==> src/rtl/tt_sweep_ctrl_if.sv <==
// Start/done control and function-under-test bundle for tt_sweep_ctrl.
// Optional macro TT_ABORT_EN adds the abort request signal.
interface tt_sweep_ctrl_if #(
  parameter int N_IN = 4
);
  localparam int NV = 1 << N_IN;

  logic              start;
  logic [NV-1:0]     expected;
  logic              f_in;
`ifdef TT_ABORT_EN
  logic              abort;
`endif
  logic [N_IN-1:0]   vec;
  logic              busy;
  logic              done;
  logic [NV-1:0]     truth_table;
  logic [N_IN:0]     err_count;
  logic              pass;
  logic [N_IN-1:0]   first_err;

  // Host side: issues start, supplies the expected mask and the function output.
  modport master (
`ifdef TT_ABORT_EN
    output abort,
`endif
    output start, expected, f_in,
    input  vec, busy, done, truth_table, err_count, pass, first_err
  );

  // Sequencer side.
  modport slave (
`ifdef TT_ABORT_EN
    input  abort,
`endif
    input  start, expected, f_in,
    output vec, busy, done, truth_table, err_count, pass, first_err
  );
endinterface

==> src/rtl/tt_sweep_ctrl.sv <==
// Exhaustive truth-table sweep of a combinational function with a self-check
// against an expected minterm mask. Optional macro TT_ABORT_EN adds abort.
module tt_sweep_ctrl #(
  parameter int N_IN   = 4,
  parameter int SETTLE = 1
) (
  input  logic          clk,
  input  logic          reset,
  tt_sweep_ctrl_if.slave sw
);
  localparam int NV = 1 << N_IN;
  localparam int EW = N_IN + 1;
  localparam logic [3:0] SETTLE_C = 4'(SETTLE);

  // NEXT is folded into the sample edge, so the FSM never rests there.
  typedef enum logic [1:0] {IDLE, HOLD, NEXT, DONE} state_t;

  state_t          state_q, state_d;
  logic [3:0]      cnt_q;
  logic [N_IN-1:0] vec_q;
  logic [NV-1:0]   tt_q;
  logic [EW-1:0]   err_q;
  logic [EW-1:0]   err_inc;
  logic [N_IN-1:0] first_err_q;
  logic            pass_q;
  logic            abort_hit;
  logic            sample;
  logic            last_vec;
  logic            mism;
  logic            busy_c;
  logic            done_c;

  always_comb begin
    abort_hit = 1'b0;
`ifdef TT_ABORT_EN
    abort_hit = sw.abort;
`endif
    sample   = (state_q == HOLD) && (cnt_q == 4'd0) && !abort_hit;
    last_vec = &vec_q;
    mism     = (sw.f_in != sw.expected[vec_q]);
    err_inc  = err_q + EW'(mism);
  end

  always_ff @(posedge clk) begin
    if (reset) state_q <= IDLE;
    else       state_q <= state_d;
  end

  always_comb begin
    state_d = state_q;
    unique case (state_q)
      IDLE:    if (sw.start) state_d = HOLD;
      HOLD: begin
        if (abort_hit)               state_d = IDLE;
        else if (sample && last_vec) state_d = DONE;
      end
      DONE:    state_d = IDLE;
      default: state_d = IDLE;
    endcase
  end

  always_comb begin
    busy_c = (state_q == HOLD);
    done_c = (state_q == DONE);
  end

  // Datapath: vector/hold counters and result capture.
  always_ff @(posedge clk) begin
    if (reset) begin
      vec_q       <= '0;
      cnt_q       <= '0;
      tt_q        <= '0;
      err_q       <= '0;
      first_err_q <= '0;
      pass_q      <= 1'b0;
    end else if (state_q == IDLE && sw.start) begin
      vec_q       <= '0;
      cnt_q       <= SETTLE_C;
      tt_q        <= '0;
      err_q       <= '0;
      first_err_q <= '0;
      pass_q      <= 1'b0;
    end else if (state_q == HOLD && !abort_hit) begin
      if (cnt_q != 4'd0) begin
        cnt_q <= cnt_q - 1'b1;
      end else begin
        tt_q[vec_q] <= sw.f_in;
        err_q       <= err_inc;
        if (mism && err_q == '0) first_err_q <= vec_q;
        // pass uses the count including the final vector's result.
        if (last_vec) begin
          pass_q <= (err_inc == '0);
        end else begin
          vec_q <= vec_q + 1'b1;
          cnt_q <= SETTLE_C;
        end
      end
    end
  end

  assign sw.vec         = vec_q;
  assign sw.busy        = busy_c;
  assign sw.done        = done_c;
  assign sw.truth_table = tt_q;
  assign sw.err_count   = err_q;
  assign sw.pass        = pass_q;
  assign sw.first_err   = first_err_q;
endmodule

==> src/flat_wrapper.sv <==
// flat-port wrapper written by rule: the top's interface ports become plain ports
module tt_sweep_ctrl_flat 
#(
  parameter int N_IN   = 4,
  parameter int SETTLE = 1
)
  (clk, reset, sw_start, sw_expected, sw_f_in, sw_vec, sw_busy, sw_done, sw_truth_table, sw_err_count, sw_pass, sw_first_err);
  tt_sweep_ctrl_if #(.N_IN(N_IN)) sw_i ();
  input  logic clk;
  input  logic reset;
  input wire logic [$bits(sw_i.start)-1:0] sw_start;
  input wire logic [$bits(sw_i.expected)-1:0] sw_expected;
  input wire logic [$bits(sw_i.f_in)-1:0] sw_f_in;
  output wire logic [$bits(sw_i.vec)-1:0] sw_vec;
  output wire logic [$bits(sw_i.busy)-1:0] sw_busy;
  output wire logic [$bits(sw_i.done)-1:0] sw_done;
  output wire logic [$bits(sw_i.truth_table)-1:0] sw_truth_table;
  output wire logic [$bits(sw_i.err_count)-1:0] sw_err_count;
  output wire logic [$bits(sw_i.pass)-1:0] sw_pass;
  output wire logic [$bits(sw_i.first_err)-1:0] sw_first_err;
  assign sw_i.start = sw_start;
  assign sw_i.expected = sw_expected;
  assign sw_i.f_in = sw_f_in;
  assign sw_vec = sw_i.vec;
  assign sw_busy = sw_i.busy;
  assign sw_done = sw_i.done;
  assign sw_truth_table = sw_i.truth_table;
  assign sw_err_count = sw_i.err_count;
  assign sw_pass = sw_i.pass;
  assign sw_first_err = sw_i.first_err;
  tt_sweep_ctrl #(.N_IN(N_IN), .SETTLE(SETTLE)) u_core (.clk(clk), .reset(reset), .sw(sw_i));
endmodule
==> config.mk <==
export PLATFORM = sky130hd
export DESIGN_NAME = tt_sweep_ctrl_flat
export DESIGN_NICKNAME = d
export VERILOG_FILES = /design/src/rtl/tt_sweep_ctrl_if.sv /design/src/rtl/tt_sweep_ctrl.sv /design/src/flat_wrapper.sv
export SDC_FILE = /design/constraint.sdc
export NUM_CORES = 1
export LEC_CHECK = 0
export ABC_AREA = 1
export ABC_CLOCK_PERIOD_IN_PS = 2200
export BUFFER_PORTS_ARGS = -buffer_cell sky130_fd_sc_hd__buf_4
export CAP_MARGIN = 10
export CORE_MARGIN = 10
export CORE_UTILIZATION = 40
export CTS_BUF_LIST = sky130_fd_sc_hd__clkbuf_16
export DETAILED_ROUTE_END_ITERATION = 8
export PLACE_DENSITY = 0.75
export SYNTH_ARGS = -nofsm -noshare
export SYNTH_HDL_FRONTEND = slang
export SYNTH_SLANG_ARGS = --single-unit
==> constraint.sdc <==
create_clock -name clk -period 2.2 [get_ports clk]
set_input_delay 0.11 -clock clk [delete_from_list [all_inputs] [get_ports clk]]
set_output_delay 0.11 -clock clk [all_outputs]
set_load 0.02 [all_outputs]
=== Yosys cells after proc, flatten, opt, wreduce, memory -nomap -nowiden ===
Cells that the tools add are included.

* Flip-flop bits (word level): 36
* Input bits: 20
* Output and inout bits: 32
* Logic and storage cells: 54

* Add/subtract/negate cells: 3
* Magnitude comparators: 2
* Equality and inequality tests: 7
* Mux-type cells: 12
* Bitwise logic cells: 2
* Reduce and logical (&&, ||, !) cells: 20

{| class="wikitable"
|+ Operators with widths
! kind !! count
|-
| $bwmux 16 || 1
|-
| $logic_not 5->1 || 2
|-
| $mux 4 || 2
|-
| $reduce_and 2->1 || 4
|-
| $reduce_and 3->1 || 2
|-
| $reduce_and 6->1 || 1
|-
| $add 5x1->5 || 1
|-
| $logic_and 1x1->1 || 5
|-
| $lt 4x5->1 const B || 1
|-
| $add 4x1->4 const B || 1
|-
| $bmux 1 s4 || 1
|-
| $demux 1 s4 || 1
|-
| $ge 4x1->1 const B || 1
|-
| $logic_not 4->1 || 1
|-
| $mux 1 || 4
|-
| $mux 2 || 2
|-
| $ne 2x2->1 const B || 2
|-
| $pmux 2 s2 || 1
|-
| $reduce_and 4->1 || 1
|-
| $reduce_bool 4->1 || 1
|-
| $sub 4x1->4 const B || 1
|-
| $ne 3x3->1 const B || 1
|-
| $eq 2x1->1 const B || 1
|-
| $eq 2x2->1 const B || 1
|-
| 6 further kinds || 7
|}

=== Depth between registers and ports, before layout ===
* Depth after elaboration: 5
* Mapped depth: 18
* Gate-level depth less buffers: 16

=== Least setup slack after synthesis ===
No wires, ideal clock.

* Path type: register -> register
* Start: register u_core.vec_q[0] (netlist: u_core.sw.vec[0])
* End: register u_core.pass_q (netlist: u_core.sw.pass)
* Library setup time: 0.070 ns
* Arrival: 2.215 ns
* Required time: 2.130 ns
* Slack: -0.085 ns
* Stages on the path, launching flop included: 18
* Buffers on the path: 2
* Period minus slack after synthesis: 2.285 ns
* Path through: dfxtp_1 > buf_6 > inv_2 > buf_6 > nand2_1 > nand3_1 > nand2_1 > nand2_1 > nand2_2 > nor2_2 > nand2_2 > and2_1 > ha_1 > ha_1 > xor2_1 > nor3_1 > nand3_1 > a21oi_1

* Cells in the longest elaborated chain, start to end: 5
* Elaborated cells between the ends (all ways): 6
* Classes of those cells: 1 x add/sub; 1 x eq/ne; 2 x mux; 2 x reduce/logical

{| class="wikitable"
|+ RTL lines
! element !! line !! text
|-
| from (decl) || tt_sweep_ctrl.sv:20 || <nowiki>logic [N_IN-1:0] vec_q;</nowiki>
|-
| from (signal assigned) || tt_sweep_ctrl.sv:94 || <nowiki>vec_q <= vec_q + 1'b1;</nowiki>
|-
| $bmux 1 s4 || tt_sweep_ctrl.sv:40 || <nowiki>mism = (sw.f_in != sw.expected[vec_q]);</nowiki>
|-
| $mux 1 (not written as such) || tt_sweep_ctrl.sv:40 ||
|-
| $ne 1x1->1 || tt_sweep_ctrl.sv:40 ||
|-
| $add 5x1->5 || tt_sweep_ctrl.sv:41 || <nowiki>err_inc = err_q + EW'(mism);</nowiki>
|-
| $logic_not 5->1 || tt_sweep_ctrl.sv:92 || <nowiki>pass_q <= (err_inc == '0);</nowiki>
|-
| to (signal assigned) || tt_sweep_ctrl.sv:92 ||
|-
| to (decl) || tt_sweep_ctrl.sv:25 || <nowiki>logic pass_q;</nowiki>
|}

Parallel ways exist; a longest one is shown, timed or not. The select of a mux whose other input is x is not followed.
A chain may end at the register's enable or synchronous reset.

=== Worst setup path in the final report ===
Same ends and word-level chain as after synthesis.

==> run summary <==
Outcome: finished clean
Placeable Area: 0.004692 mm^2
GRT overflow: 0
Area growth syn-to-layout: 40.34%
Final WL: 5284 um
Crit end category: flop
Syn nets: 283
Crit path required time: 2410 ps
Cells after synthesis: 257
Htree depth: 2
CP max stage cell: dfxtp_4
Global placer's final weighted congestion: 0.8342
GR Util met2: 0.2350
Worst rel slew slack: 0.6816
Final setup fails: 0
Fin Setup TNS: 0 ps
GR met3 Demand/Resource: 0.04193
Average wire per standard cell: 13.91 um
Nets: 351
Crit-path cells: buf_6 > nand2_1 > nand3_1 > nand2_1 > nand2_1 > nand2_2 > nor2_2 > nand2_2 > and2_4 > ha_4 > ha_4 > xor2_2 > nor3_1 > nand3_1 > a21oi_1
Reg2reg path depth: 15
Root buffer cell: clkbuf_16
Crit path from: u_core.sw.vec[0]
Syn avg cell area: 7.459 um^2
Register area share after synthesis: 0.3760
Initial core utilization: 0.4085
CP most frequent cell: nand2_1
Non-Filler Instances: 380
Rows: 25
Clock Sinks: 36
Final worst path period need: 2129 ps
Crit Path Category: flop to flop
First-pass GRT wire length: 8507 um
Remaining DRCs: 0
Period utilization: 0.9677
CTS tree: done
Placed Cells incl. Taps: 366
Worst-margin pin slew: 477.0 ps
Final HPWL DP: 3922 um
Crit-path max FO: 5
Cell area power density: 629.4 mW/mm^2
Reg2reg end: u_core.sw.pass
Setup crit start kind: flop
Reg clk slew, reported paths: 50 ps
Synth unique cells: 31
Number of fill cells in the layout: 444
DP Worst Slack: 67.57 ps
Top Usage Layer GRT: met2
Async set-reset flop share out of synthesis: 0
Critical path arrival: 2330 ps
Hold_sp: reset
Share of cells above drive strength 1: 0.3497
Sequential Area: 730.7 um^2
Post-route design area: 0.002690 mm^2
Met1 usage: 0.1501
Fmax: 469.7 MHz
Cell depth of the worst setup path: 15
Pleak: 1.269 nW
Cts bufs inserted: 5
Ports: 52
Ys Warns: 0
R2R setup slack: 70 ps
Number of port buffers: 51
Vias/cell: 5.100
Vias: 1938
Clk Latency, worst-skew pair: 270 ps
ANT nets after route: 0
CP delay by family, top: simple AND/OR/NAND/NOR gates
Die width: 89.23 um
Worst vdd ir: 0.4807 mV
Die ar.: 0.007961 mm^2
Worst Hold Class: input pin to flop
CTS Hold Bufs: 0
Hold Fails Final Rpt: 0
Global Route Usage Sum: 0.1324
Vias in the first global route: 1950
Multi-input logic area: 0.001039 mm^2
Most used DFF post-synth: dfxtp_1
# diodes: 0
Initial antenna violation count: 0
Dpl cell area: 0.002411 mm^2
Final WS setup: 70.99 ps
Drt first pass iters: 4
Max stage delay on crit path: 390 ps
Die H: 89.23 um
Critical R2R Launch: u_core.sw.vec[0]
Post-synth EDFFs: 0
CTS Buffer Depth: 2
Max_cap viols: 0
Final slew viol count: 0
Post-Synthesis Cell Area: 0.001917 mm^2
Synthesis-stage register bit count: 36
Critical path buffers and inverters: 1
Final Skew: 4.501 ps
Starting DRC count in detailed routing: 158
Worst setup endpoint: u_core.sw.pass
Pin count of the biggest net entering global routing: 17
-- routing by layer --
layer	vias up	routed length, um	part of all wire
met5	-	0	0
met4	0	19	0.0036
met3	2	282	0.053
met2	43	2718	0.51
met1	920	2263	0.43
li1	973	-	-
-- metrics by stage --
step / power [mW] / util / hold slack, ps
floorplan: 0.8642 / - / 179.1
global placement: 0.9453 / 0.5139 / 323.5
detailed placement: 0.9493 / 0.5139 / 323.7
CTS: 1.678 / 0.5475 / 39.63
global route: 1.776 / 0.5733 / 44.00
finish: 1.693 / 0.5733 / 41.43
-- worst register-to-register path, delay by kind of cell (launching register included) --
| kind | cells | cell delay, ps |
|---|---|---|
| adder cells (fa/ha/maj) | 2 | 330 |
| AO/OA/AOI/OAI | 1 | 140 |
| AND/OR/NAND/NOR | 10 | 950 |
| buffers and inverters | 1 | 120 |
| flip-flops | 1 | 390 |
| XOR/XNOR | 1 | 150 |
-- Yosys cell counts (2+ instances only) --
library cell / number / area, um^2
nor3_1: 4 / 20.02
buf_6: 3 / 33.78
a21oi_1: 27 / 135.1
inv_1: 41 / 153.9
inv_2: 7 / 26.28
nand3_1: 14 / 70.07
nor2_8: 2 / 40.04
nor2_2: 5 / 31.28
clkbuf_1: 3 / 11.26
nand2_1: 48 / 180.2
o21ai_0: 11 / 55.05
nor2_4: 2 / 22.52
nand2_2: 3 / 18.77
nor2_1: 16 / 60.06
nor4_4: 2 / 42.54
a311oi_1: 10 / 87.58
ha_1: 6 / 75.07
xor2_1: 2 / 17.52
nand4_1: 4 / 25.02
dfxtp_1: 36 / 720.7
-- how the worst min path moves through the flow --
stage / end / slack, ps / cells past startpoint
after CTS: u_core.cnt_q[0] / 40 / 2
after global routing: u_core.cnt_q[0] / 40 / 2
final: u_core.cnt_q[0] / 40 / 2
after global placement: u_core.cnt_q[0] / 320 / 2
after detailed placement: u_core.cnt_q[0] / 320 / 2
after floorplan: u_core.cnt_q[0] / 180 / 1
-- final cells by class --
cell class | instances | area share
multi-input combinational | 167 | 0.3860
sequential | 36 | 0.2716
timing repair buffer | 67 | 0.1898
inverter | 48 | 0.06884
clock buffer | 6 | 0.05581
tap | 54 | 0.02512
clock inverter | 2 | 0.002791
-- cells by family (layout without fill, tap and decap cells) --
family	after synthesis	in the layout	synth area share
AOI/OAI and AO/OA	53	53	0.1678
adders and majority gates	6	6	0.03916
DFF	36	36	0.3760
and+or+nand+nor	105	105	0.2859
buffers and inverters	54	123	0.1175
xor gates and xnor gates	3	3	0.01371
-- layout by cell type (no fill, tap or decap), types with 4 or more instances in the layout --
master	n
buf_4	65
nand2_1	43
inv_1	41
dfxtp_1	32
a21oi_1	27
nor2_1	16
o21ai_0	11
nand3_1	10
a311oi_1	10
nand2_2	8
inv_2	6
clkbuf_16	6
nand3_2	5
nor2_2	5
nor3_1	4
nand4_1	4
ha_1	4
-- flip-flops by register name, summed over array words and instances, names as in the netlist --
name / cells
u_core.cnt_q: 4
u_core.state_q: 2
u_core.sw.err_count: 5
u_core.sw.first_err: 4
u_core.sw.pass: 1
u_core.sw.truth_table: 16
u_core.sw.vec: 4
-- where the power goes --
group          internal [mW]  switching (mW)  leakage (nW)  total [mW]
combinational          0.122           0.160         0.898       0.282
sequential             0.666          0.0182         0.294       0.685
clock                  0.480           0.247        0.0771       0.727
total                   1.27           0.425          1.27        1.69
-- timing repair --
action | 4_1_cts | 5_1_grt
buffers inserted | 0 | 6
setup endpoints to repair | 0 | 2
resized for setup | 0 | 20
(Power assumes the default switching activity.)
